==> config.mk <==
export PLATFORM = sky130hd
export DESIGN_NAME = hazard_control_unit
export DESIGN_NICKNAME = d
export VERILOG_FILES = /design/src/rtl/hazard_control_unit_pkg.sv /design/src/rtl/hazard_sat_counter.sv /design/src/rtl/hazard_control_unit.sv
export SDC_FILE = /design/constraint.sdc
export NUM_CORES = 1
export LEC_CHECK = 0
export BUFFER_PORTS_ARGS = -buffer_cell sky130_fd_sc_hd__buf_4
export CAP_MARGIN = 20
export CELL_PAD_IN_SITES_DETAIL_PLACEMENT = 1
export CELL_PAD_IN_SITES_GLOBAL_PLACEMENT = 2
export CORE_ASPECT_RATIO = 0.8
export CORE_UTILIZATION = 33
export DETAILED_ROUTE_END_ITERATION = 10
export PLACE_DENSITY = 0.84
export SLEW_MARGIN = 20
export SYNTH_ARGS = -nofsm -noshare
export SYNTH_HDL_FRONTEND = slang
export SYNTH_SLANG_ARGS = --single-unit
==> constraint.sdc <==
create_clock -name clk -period 6.9 [get_ports clk]
set_input_delay 1.725 -clock clk [delete_from_list [all_inputs] [get_ports clk]]
set_output_delay 1.725 -clock clk [all_outputs]
set_load 0.005 [all_outputs]
==> src/rtl/hazard_control_unit_pkg.sv <==
// Shared pipeline definitions for the hazard control unit.
package hazard_control_unit_pkg;

    localparam int HCU_REG_ADDR_W = 5;

    typedef enum logic [1:0] {
        ST_RUN      = 2'd0,
        ST_LU_STALL = 2'd1,
        ST_MEM_WAIT = 2'd2
    } hcu_state_e;

endpackage

==> src/rtl/hazard_sat_counter.sv <==
// Saturating event counter; sticks at all-ones instead of wrapping.
module hazard_sat_counter #(
    parameter int CNT_W = 16
) (
    input  logic             clk,
    input  logic             rst,
    input  logic             inc,
    output logic [CNT_W-1:0] count
);

    logic [CNT_W-1:0] count_q;
    logic [CNT_W-1:0] count_d;

    always_comb begin
        count_d = count_q;
        if (inc && (count_q != {CNT_W{1'b1}})) begin
            count_d = count_q + {{(CNT_W-1){1'b0}}, 1'b1};
        end
    end

    always_ff @(posedge clk) begin
        if (rst) begin
            count_q <= '0;
        end else begin
            count_q <= count_d;
        end
    end

    assign count = count_q;

endmodule

==> src/rtl/hazard_control_unit.sv <==
// Pipeline hazard control: tracks ID/EX, EX/MEM, MEM/WB destination info and
// generates stall / flush / freeze controls plus performance counters.
module hazard_control_unit
    import hazard_control_unit_pkg::*;
#(
    parameter int REG_ADDR_W = HCU_REG_ADDR_W,
    parameter int CNT_W      = 16
) (
    input  logic                  clk,
    input  logic                  rst,
    input  logic                  id_valid,
    input  logic [REG_ADDR_W-1:0] id_rs1,
    input  logic [REG_ADDR_W-1:0] id_rs2,
    input  logic [REG_ADDR_W-1:0] id_rd,
    input  logic                  id_regWrite,
    input  logic                  id_memRead,
    input  logic                  ex_branch_taken,
    input  logic                  dmem_ready,
    output logic                  pc_write,
    output logic                  if_id_write,
    output logic                  if_id_flush,
    output logic                  id_ex_bubble,
    output logic [REG_ADDR_W-1:0] id_ex_rs1,
    output logic [REG_ADDR_W-1:0] id_ex_rs2,
    output logic [REG_ADDR_W-1:0] id_ex_rd,
    output logic [REG_ADDR_W-1:0] ex_mem_rd,
    output logic [REG_ADDR_W-1:0] mem_wb_rd,
    output logic                  id_ex_memRead,
    output logic                  ex_mem_regWrite,
    output logic                  mem_wb_regWrite,
    output logic [CNT_W-1:0]      stall_cycles,
    output logic [CNT_W-1:0]      flush_events
);

    typedef struct packed {
        logic                  valid;
        logic [REG_ADDR_W-1:0] rs1;
        logic [REG_ADDR_W-1:0] rs2;
        logic [REG_ADDR_W-1:0] rd;
        logic                  reg_write;
        logic                  mem_read;
    } id_ex_t;

    typedef struct packed {
        logic                  valid;
        logic [REG_ADDR_W-1:0] rd;
        logic                  reg_write;
    } late_stage_t;

    hcu_state_e  state_q, state_d;
    id_ex_t      id_ex_q, id_ex_d;
    late_stage_t ex_mem_q, ex_mem_d;
    late_stage_t mem_wb_q, mem_wb_d;
    logic        load_use;
    logic        stall_inc;
    logic        flush_inc;

    // The bubble left behind by a load-use stall can never itself raise a
    // hazard, so LU_STALL always lasts a single cycle.
    always_comb begin
        load_use = id_valid && id_ex_q.valid && id_ex_q.mem_read
                && (id_ex_q.rd != '0)
                && ((id_ex_q.rd == id_rs1) || (id_ex_q.rd == id_rs2))
                && (state_q != ST_LU_STALL);
    end

    always_comb begin
        pc_write     = 1'b1;
        if_id_write  = 1'b1;
        if_id_flush  = 1'b0;
        id_ex_bubble = 1'b0;
        state_d      = ST_RUN;
        stall_inc    = 1'b0;
        flush_inc    = 1'b0;
        id_ex_d      = '{valid: id_valid, rs1: id_rs1, rs2: id_rs2, rd: id_rd,
                         reg_write: id_regWrite, mem_read: id_memRead};
        ex_mem_d     = '{valid: id_ex_q.valid, rd: id_ex_q.rd,
                         reg_write: id_ex_q.reg_write};
        mem_wb_d     = ex_mem_q;

        if (rst) begin
            // Registers are cleared by the flops; controls stay at their run values.
            state_d = ST_RUN;
        end else if (!dmem_ready) begin
            pc_write    = 1'b0;
            if_id_write = 1'b0;
            id_ex_d     = id_ex_q;
            ex_mem_d    = ex_mem_q;
            mem_wb_d    = mem_wb_q;
            state_d     = ST_MEM_WAIT;
            stall_inc   = 1'b1;
        end else if (ex_branch_taken) begin
            if_id_flush  = 1'b1;
            id_ex_bubble = 1'b1;
            id_ex_d      = '0;
            flush_inc    = 1'b1;
        end else if (load_use) begin
            pc_write     = 1'b0;
            if_id_write  = 1'b0;
            id_ex_bubble = 1'b1;
            id_ex_d      = '0;
            state_d      = ST_LU_STALL;
            stall_inc    = 1'b1;
        end
    end

    always_ff @(posedge clk) begin
        if (rst) begin
            state_q  <= ST_RUN;
            id_ex_q  <= '0;
            ex_mem_q <= '0;
            mem_wb_q <= '0;
        end else begin
            state_q  <= state_d;
            id_ex_q  <= id_ex_d;
            ex_mem_q <= ex_mem_d;
            mem_wb_q <= mem_wb_d;
        end
    end

    assign id_ex_rs1       = id_ex_q.rs1;
    assign id_ex_rs2       = id_ex_q.rs2;
    assign id_ex_rd        = id_ex_q.rd;
    assign ex_mem_rd       = ex_mem_q.rd;
    assign mem_wb_rd       = mem_wb_q.rd;
    assign id_ex_memRead   = id_ex_q.mem_read;
    assign ex_mem_regWrite = ex_mem_q.valid && ex_mem_q.reg_write;
    assign mem_wb_regWrite = mem_wb_q.valid && mem_wb_q.reg_write;

    hazard_sat_counter #(.CNT_W(CNT_W)) u_stall_cnt (
        .clk   (clk),
        .rst   (rst),
        .inc   (stall_inc),
        .count (stall_cycles)
    );

    hazard_sat_counter #(.CNT_W(CNT_W)) u_flush_cnt (
        .clk   (clk),
        .rst   (rst),
        .inc   (flush_inc),
        .count (flush_events)
    );

endmodule

# Word level (Yosys, flattened, before mapping)
# Index checks and enable logic that the tools add are counted.
op_classes:
  mul: 0
  n_bitwise: 1
  mux: 19
  eq_ne: 5
  n_addsub: 2
  n_shift: 0
  magnitude_cmp: 0
  reduce_logical: 12
  n_div: 0
op_table:
  columns: ["operator", "count"]
  rows:
  - ["$mux W18", 2]
  - ["$add A16 B1 Y16 const B", 2]
  - ["$ne A16 B16 Y1 const B", 2]
  - ["$mux W1", 16]
  - ["$eq A5 B5 Y1", 2]
  - ["$logic_and A1 B1 Y1", 9]
  - ["$reduce_bool A5 Y1", 1]
  - ["$reduce_or A3 Y1", 1]
  - ["$mux W2", 1]
  - ["$ne A2 B1 Y1 const B", 1]
  - ["$logic_or A1 B1 Y1", 1]
  - ["$not A1 Y1", 1]
totals:
  latch_bits: 0
  register_bits: 66
  ramBits: 0
  word_cells: 55
  n_memories: 0
  inputBits: 22
  rom_bits: 0

# Longest topological paths before layout
depth:
  ltp_word: 10
  ltp_mapped: 8

# Modules after synthesis
# From an unflattened synthesis, not the netlist that was laid out.
hier_totals:
  hier_cells: 385
  area_unflattened_um2: 3379.5
by_module_without_submodules:
  columns: ["mod", "n_inst", "area_each_um2", "cells_each"]
  rows:
  - ["hazard_sat_counter", 2, 848.3, 99]
  - ["hazard_control_unit", 1, 1682.9, 187]

# Worst setup path before layout
# Ideal clock, no wire load.
synth_path:
  path_kind: "input port to output port"
  from: "input id_valid"
  to: "output pc_write"
  n_path_buf: 3
  setup_slack_ps: 2193
  arrival_ps: 2982
  t_required_ps: 5175
  cell_stages: 7
  cell_sequence: "nand3_1 -> nor2_1 -> or4b_1 -> o22a_1 -> buf_6 -> clkbuf_1 -> buf_4"
synth_via:
  elab_chain_len: 9
synth_rtl:
  columns: ["element", "line_no", "text"]
  rows:
  - ["start: declaration", "hazard_control_unit.sv:11", "input logic id_valid,"]
  - ["$logic_and A1 B1 Y1 (2 in a row)", "hazard_control_unit.sv:61", "load_use = id_valid && id_ex_q.valid && id_ex_q.mem_read"]
  - ["$logic_and A1 B1 Y1", "hazard_control_unit.sv:62", "&& (id_ex_q.rd != '0)"]
  - ["$logic_and A1 B1 Y1", "hazard_control_unit.sv:63", "&& ((id_ex_q.rd == id_rs1) || (id_ex_q.rd == id_rs2))"]
  - ["$logic_and A1 B1 Y1", "hazard_control_unit.sv:64", "&& (state_q != ST_LU_STALL);"]
  - ["$mux W1 (4 in a row)", null, null]
  - ["end: declaration", "hazard_control_unit.sv:19", "output logic pc_write,"]
# Every way passes these cells.

# Worst setup path in the final report
layout_path:
  from: "input id_rs1[2]"
  to: "output id_ex_bubble"
layout_via:
  elab_chain_len: 8
layout_rtl:
  columns: ["element", "line_no", "text"]
  rows:
  - ["start: declaration", "hazard_control_unit.sv:12", "input logic [REG_ADDR_W-1:0] id_rs1,"]
  - ["$eq A5 B5 Y1", "hazard_control_unit.sv:63", null]
  - ["$logic_or A1 B1 Y1", "hazard_control_unit.sv:63", null]
  - ["$logic_and A1 B1 Y1", "hazard_control_unit.sv:63", null]
  - ["$logic_and A1 B1 Y1", "hazard_control_unit.sv:64", null]
  - ["$mux W1", "hazard_control_unit.sv:97", "end else if (load_use) begin"]
  - ["$mux W1", "hazard_control_unit.sv:92", "end else if (ex_branch_taken) begin"]
  - ["$mux W1", "hazard_control_unit.sv:84", "end else if (!dmem_ready) begin"]
  - ["$mux W1", "hazard_control_unit.sv:81", "if (rst) begin"]
  - ["end: declaration", "hazard_control_unit.sv:22", "output logic id_ex_bubble,"]
# Every way passes these cells.

==> results.py <==
metrics = {
    "worst_setup_path": {
        "worst_setup_path_start_kind": "input port",
        "cp-end-kind": "primary output",
        "crit_fanout": 3,
        "timing.rr.end": "u_stall_cnt.count[14]",
        "critPathKind": "in2out",
        "crit_path_end": "id_ex_bubble",
        "cp_slowest_stage_delay_ns": 0.64,
        "reg2reg_setup_slack_ns": 4.46,
        "cpMaxStageDelayCell": "nor4_1",
        "r2r_start": "id_ex_rd[1]",
        "required_ns": 5.18,
        "rr_worst_depth": 7,
        "cpLargestDelayFamily": "simple AND/OR/NAND/NOR gates",
        "crit_chain": "buf_4, xor2_1, nor3_1, a22oi_1, nor4_1, nor2_1, nor2_1, buf_4",
        "path_depth": 8,
        "crit_arrival_ns": 3.30,
        "cp_num_buf_inv": 2,
        "critPathLaunch": "id_rs1[2]",
    },
    "sta": {
        "final.setup.worst_slack_ns": 1.88,
        "hold_violations": 0,
        "skew_ns": 0.00722,
        "final-setup-viol-count": 0,
        "drv_slew": 0,
        "fin_crit_ns": 5.02,
        "max_clock_freq_ghz": 0.199,
        "slew_headroom": 0.468,
        "fin_tns_setup_ns": 0,
        "period_share": 0.728,
        "rsz0062_at_grt": "false",
        "tightest_slew_ns": 0.798,
    },
    "logic_synthesis": {
        "synth_nets": 351,
        "yosys_warnings": 0,
        "yosysSeqAreaShare": 0.439,
        "synth-xor-area-share": 0.0612,
        "synthAdderAreaFrac": 0.00832,
        "synth_seq_cells": 66,
        "avgSynthCellArea_um2": 9.19,
        "synth.area.mux_share": 0.0612,
        "synth_compound_area_frac": 0.134,
        "ys.flop_type": "dfxtp_1",
        "synth_area_um2": 3010,
        "async_flop_share": 0,
        "synth_edf_count": 0,
        "netlist_instances": 327,
        "synth.distinct_cells": 39,
        "synth_top_family_by_area": "simple AND/OR/NAND/NOR gates",
        "synth-simple-area-share": 0.202,
    },
    "hold_path": {
        "hold_class": "reg2reg",
    },
    "cts": {
        "numCtsBuffers": 9,
        "postCtsResizedCells": 0,
        "insertion_delay_ns": 0.33,
        "clkTransAtPathRegs_ns": 0.05,
        "clock-sinks": 66,
        "cts_buffer_depth": 2,
        "post-cts-setup-buffers": 0,
        "tritoncts": "yes",
        "h-tree-depth": 3,
        "cts_hold_buf": 0,
        "cts_root_buf": "clkbuf_16",
    },
    "pwr": {
        "p_per_area_nw_per_um2": 228,
        "p_switching_mw": 0.198,
        "power_frac_comb": 0.061,
        "p_int_mw": 0.673,
        "leakagePower_nw": 1.62,
        "irDropWorstVdd_mv": 0.137,
        "p_seq_frac": 0.454,
        "swShare": 0.227,
        "clockPowerShare": 0.485,
    },
    "outcome": {
        "status": "finished, final reports clean",
    },
    "floorplan": {
        "fp.dieH_um": 87.4,
        "fp.dieW_um": 109,
        "start_util": 0.347,
        "die_area_um2": 9500,
        "boundaryPins": 86,
        "num_rows": 30,
        "core_area_um2": 8670,
    },
    "placed_design": {
        "io_buffers": 85,
        "routabilityCongestion": 0.767,
        "dp_slack_ns": 2.00,
        "placed_area_um2": 3540,
        "dp_hpwl_um": 5350,
    },
    "final_layout": {
        "final.fill_count": 1004,
        "final_area_um2": 3820,
        "synthToLayoutAreaGrowth_pct": 26.9,
        "nNetsFinal": 409,
        "drive_above_1_share": 0.275,
        "diodes": 0,
        "final_common_cell": "buf_4",
        "layout_common_cells": "buf_4 (87), dfxtp_1 (66), nor2_1 (38), a22o_1 (18)",
        "finish.utilization": 0.440,
    },
    "drt": {
        "via_count": 2515,
        "drc_errors": 0,
        "dr.first_iter.drc_count": 89,
        "wire_per_inst_um": 15.7,
        "viasPerCell": 5.02,
        "antenna_left": 0,
        "wl_um": 7840,
        "drt_first_pass_iters": 4,
    },
    "global_route": {
        "grt_pass1_wl_um": 12200,
        "overflow": 0,
        "antenna_found_initial": 0,
        "grt_max_degree": 53,
        "grt_pass1_vias": 2425,
        "grtUsageTotal": 0.169,
    },
    "flow_run": {
        "cap_violations": 0,
    },
}
-- synthesized netlist by cell type, drive strengths merged (3+ instances only) --
library cell / n / share of area
a21oi: 14 / 0.023
and3: 8 / 0.017
mux2i: 15 / 0.050
dfxtp: 66 / 0.44
a22o: 18 / 0.052
xnor2: 6 / 0.017
mux2: 3 / 0.011
o21ai: 9 / 0.015
nand2: 12 / 0.015
o311ai: 3 / 0.0087
buf: 30 / 0.075
nor3: 9 / 0.017
clkbuf: 10 / 0.012
nor2b: 4 / 0.0083
o31ai: 5 / 0.012
nor2: 39 / 0.049
or3: 8 / 0.017
o41ai: 3 / 0.0087
and2: 3 / 0.0062
nand3: 12 / 0.020
or4: 7 / 0.017
nand4: 9 / 0.019
xor2: 15 / 0.044
inv: 5 / 0.0062
-- worst register-to-register path, delay by kind of cell (launching register included) --
| family | cells | cell delay (ns) |
|---|---|---|
| AOI/OAI and AO/OA | 1 | 0.18 |
| buffers and inverters | 1 | 0.21 |
| DFF | 1 | 0.51 |
| muxes | 1 | 0.37 |
| and+or+nand+nor | 4 | 1.07 |
-- cells by family (layout without fill, tap and decap cells) --
family                     Yosys count  in the layout
buffers and inverters               45            107
adders and majority gates            2              2
DFF                                 66             66
muxes                               18             18
AOI/OAI and AO/OA                   57             57
xor gates and xnor gates            21             21
and+or+nand+nor                    118            118
-- flip-flops by register name, summed over array words and instances (netlist names), 5 cells and up --
signal             flops
id_ex_rs2              5
id_ex_rs1              5
ex_mem_rd              5
u_flush_cnt.count     16
mem_wb_rd              5
id_ex_rd               5
u_stall_cnt.count     16
-- worst min path at each step --
stage | startpoint | endpoint | slack (ns) | cells after the start
final | id_ex_rs1[2] | id_ex_rs1[2] | 0.48 | 1
after floorplan | id_ex_q[1] | id_ex_q[1] | 0.45 | 1
after detailed placement | id_ex_rs2[2] | id_ex_rs2[2] | 0.47 | 1
after global routing | id_ex_rs1[1] | id_ex_rs1[1] | 0.49 | 1
after global placement | mem_wb_q[0] | mem_wb_q[0] | 0.46 | 2
after CTS | id_ex_rs2[2] | id_ex_rs2[2] | 0.48 | 1
-- final cells by class --
cell class / instances / area [µm²] / area share
Multi-Input combinational cell: 216 / 1410 / 0.370
Sequential cell: 66 / 1320 / 0.346
Timing Repair Buffer: 87 / 653 / 0.171
Clock buffer: 12 / 256 / 0.0672
Tap cell: 112 / 140 / 0.0367
Inverter: 5 / 18.8 / 0.00492
Clock inverter: 3 / 15.0 / 0.00393
-- power groups by stage --
stage	clock network, mW	registers (mW)	logic, mW
6_report	0.423	0.395	0.0533
5_1_grt	0.452	0.396	0.0589
4_1_cts	0.436	0.395	0.0539
3_5_place_dp	0	0.403	0.0536
3_3_place_gp	0	0.403	0.0523
2_1_floorplan	0	0.401	0.0338
-- per-stage QoR --
step,instances,power (mW),hold WS (ns)
after floorplan,327,0.435,0.449
after global placement,486,0.456,0.465
after detailed placement,486,0.457,0.466
after CTS,501,0.885,0.483
after global routing,501,0.907,0.494
final,501,0.871,0.482
-- per-layer routing --
layer	up-vias	GRT usage	routed length (µm)
met3	12	0.0568	352
li1	1257	-	-
met2	44	0.250	3530
met5	-	0	0
met1	1202	0.223	3840
met4	0	0.0700	119
No activity file was read; power rests on OpenSTA's default activity.
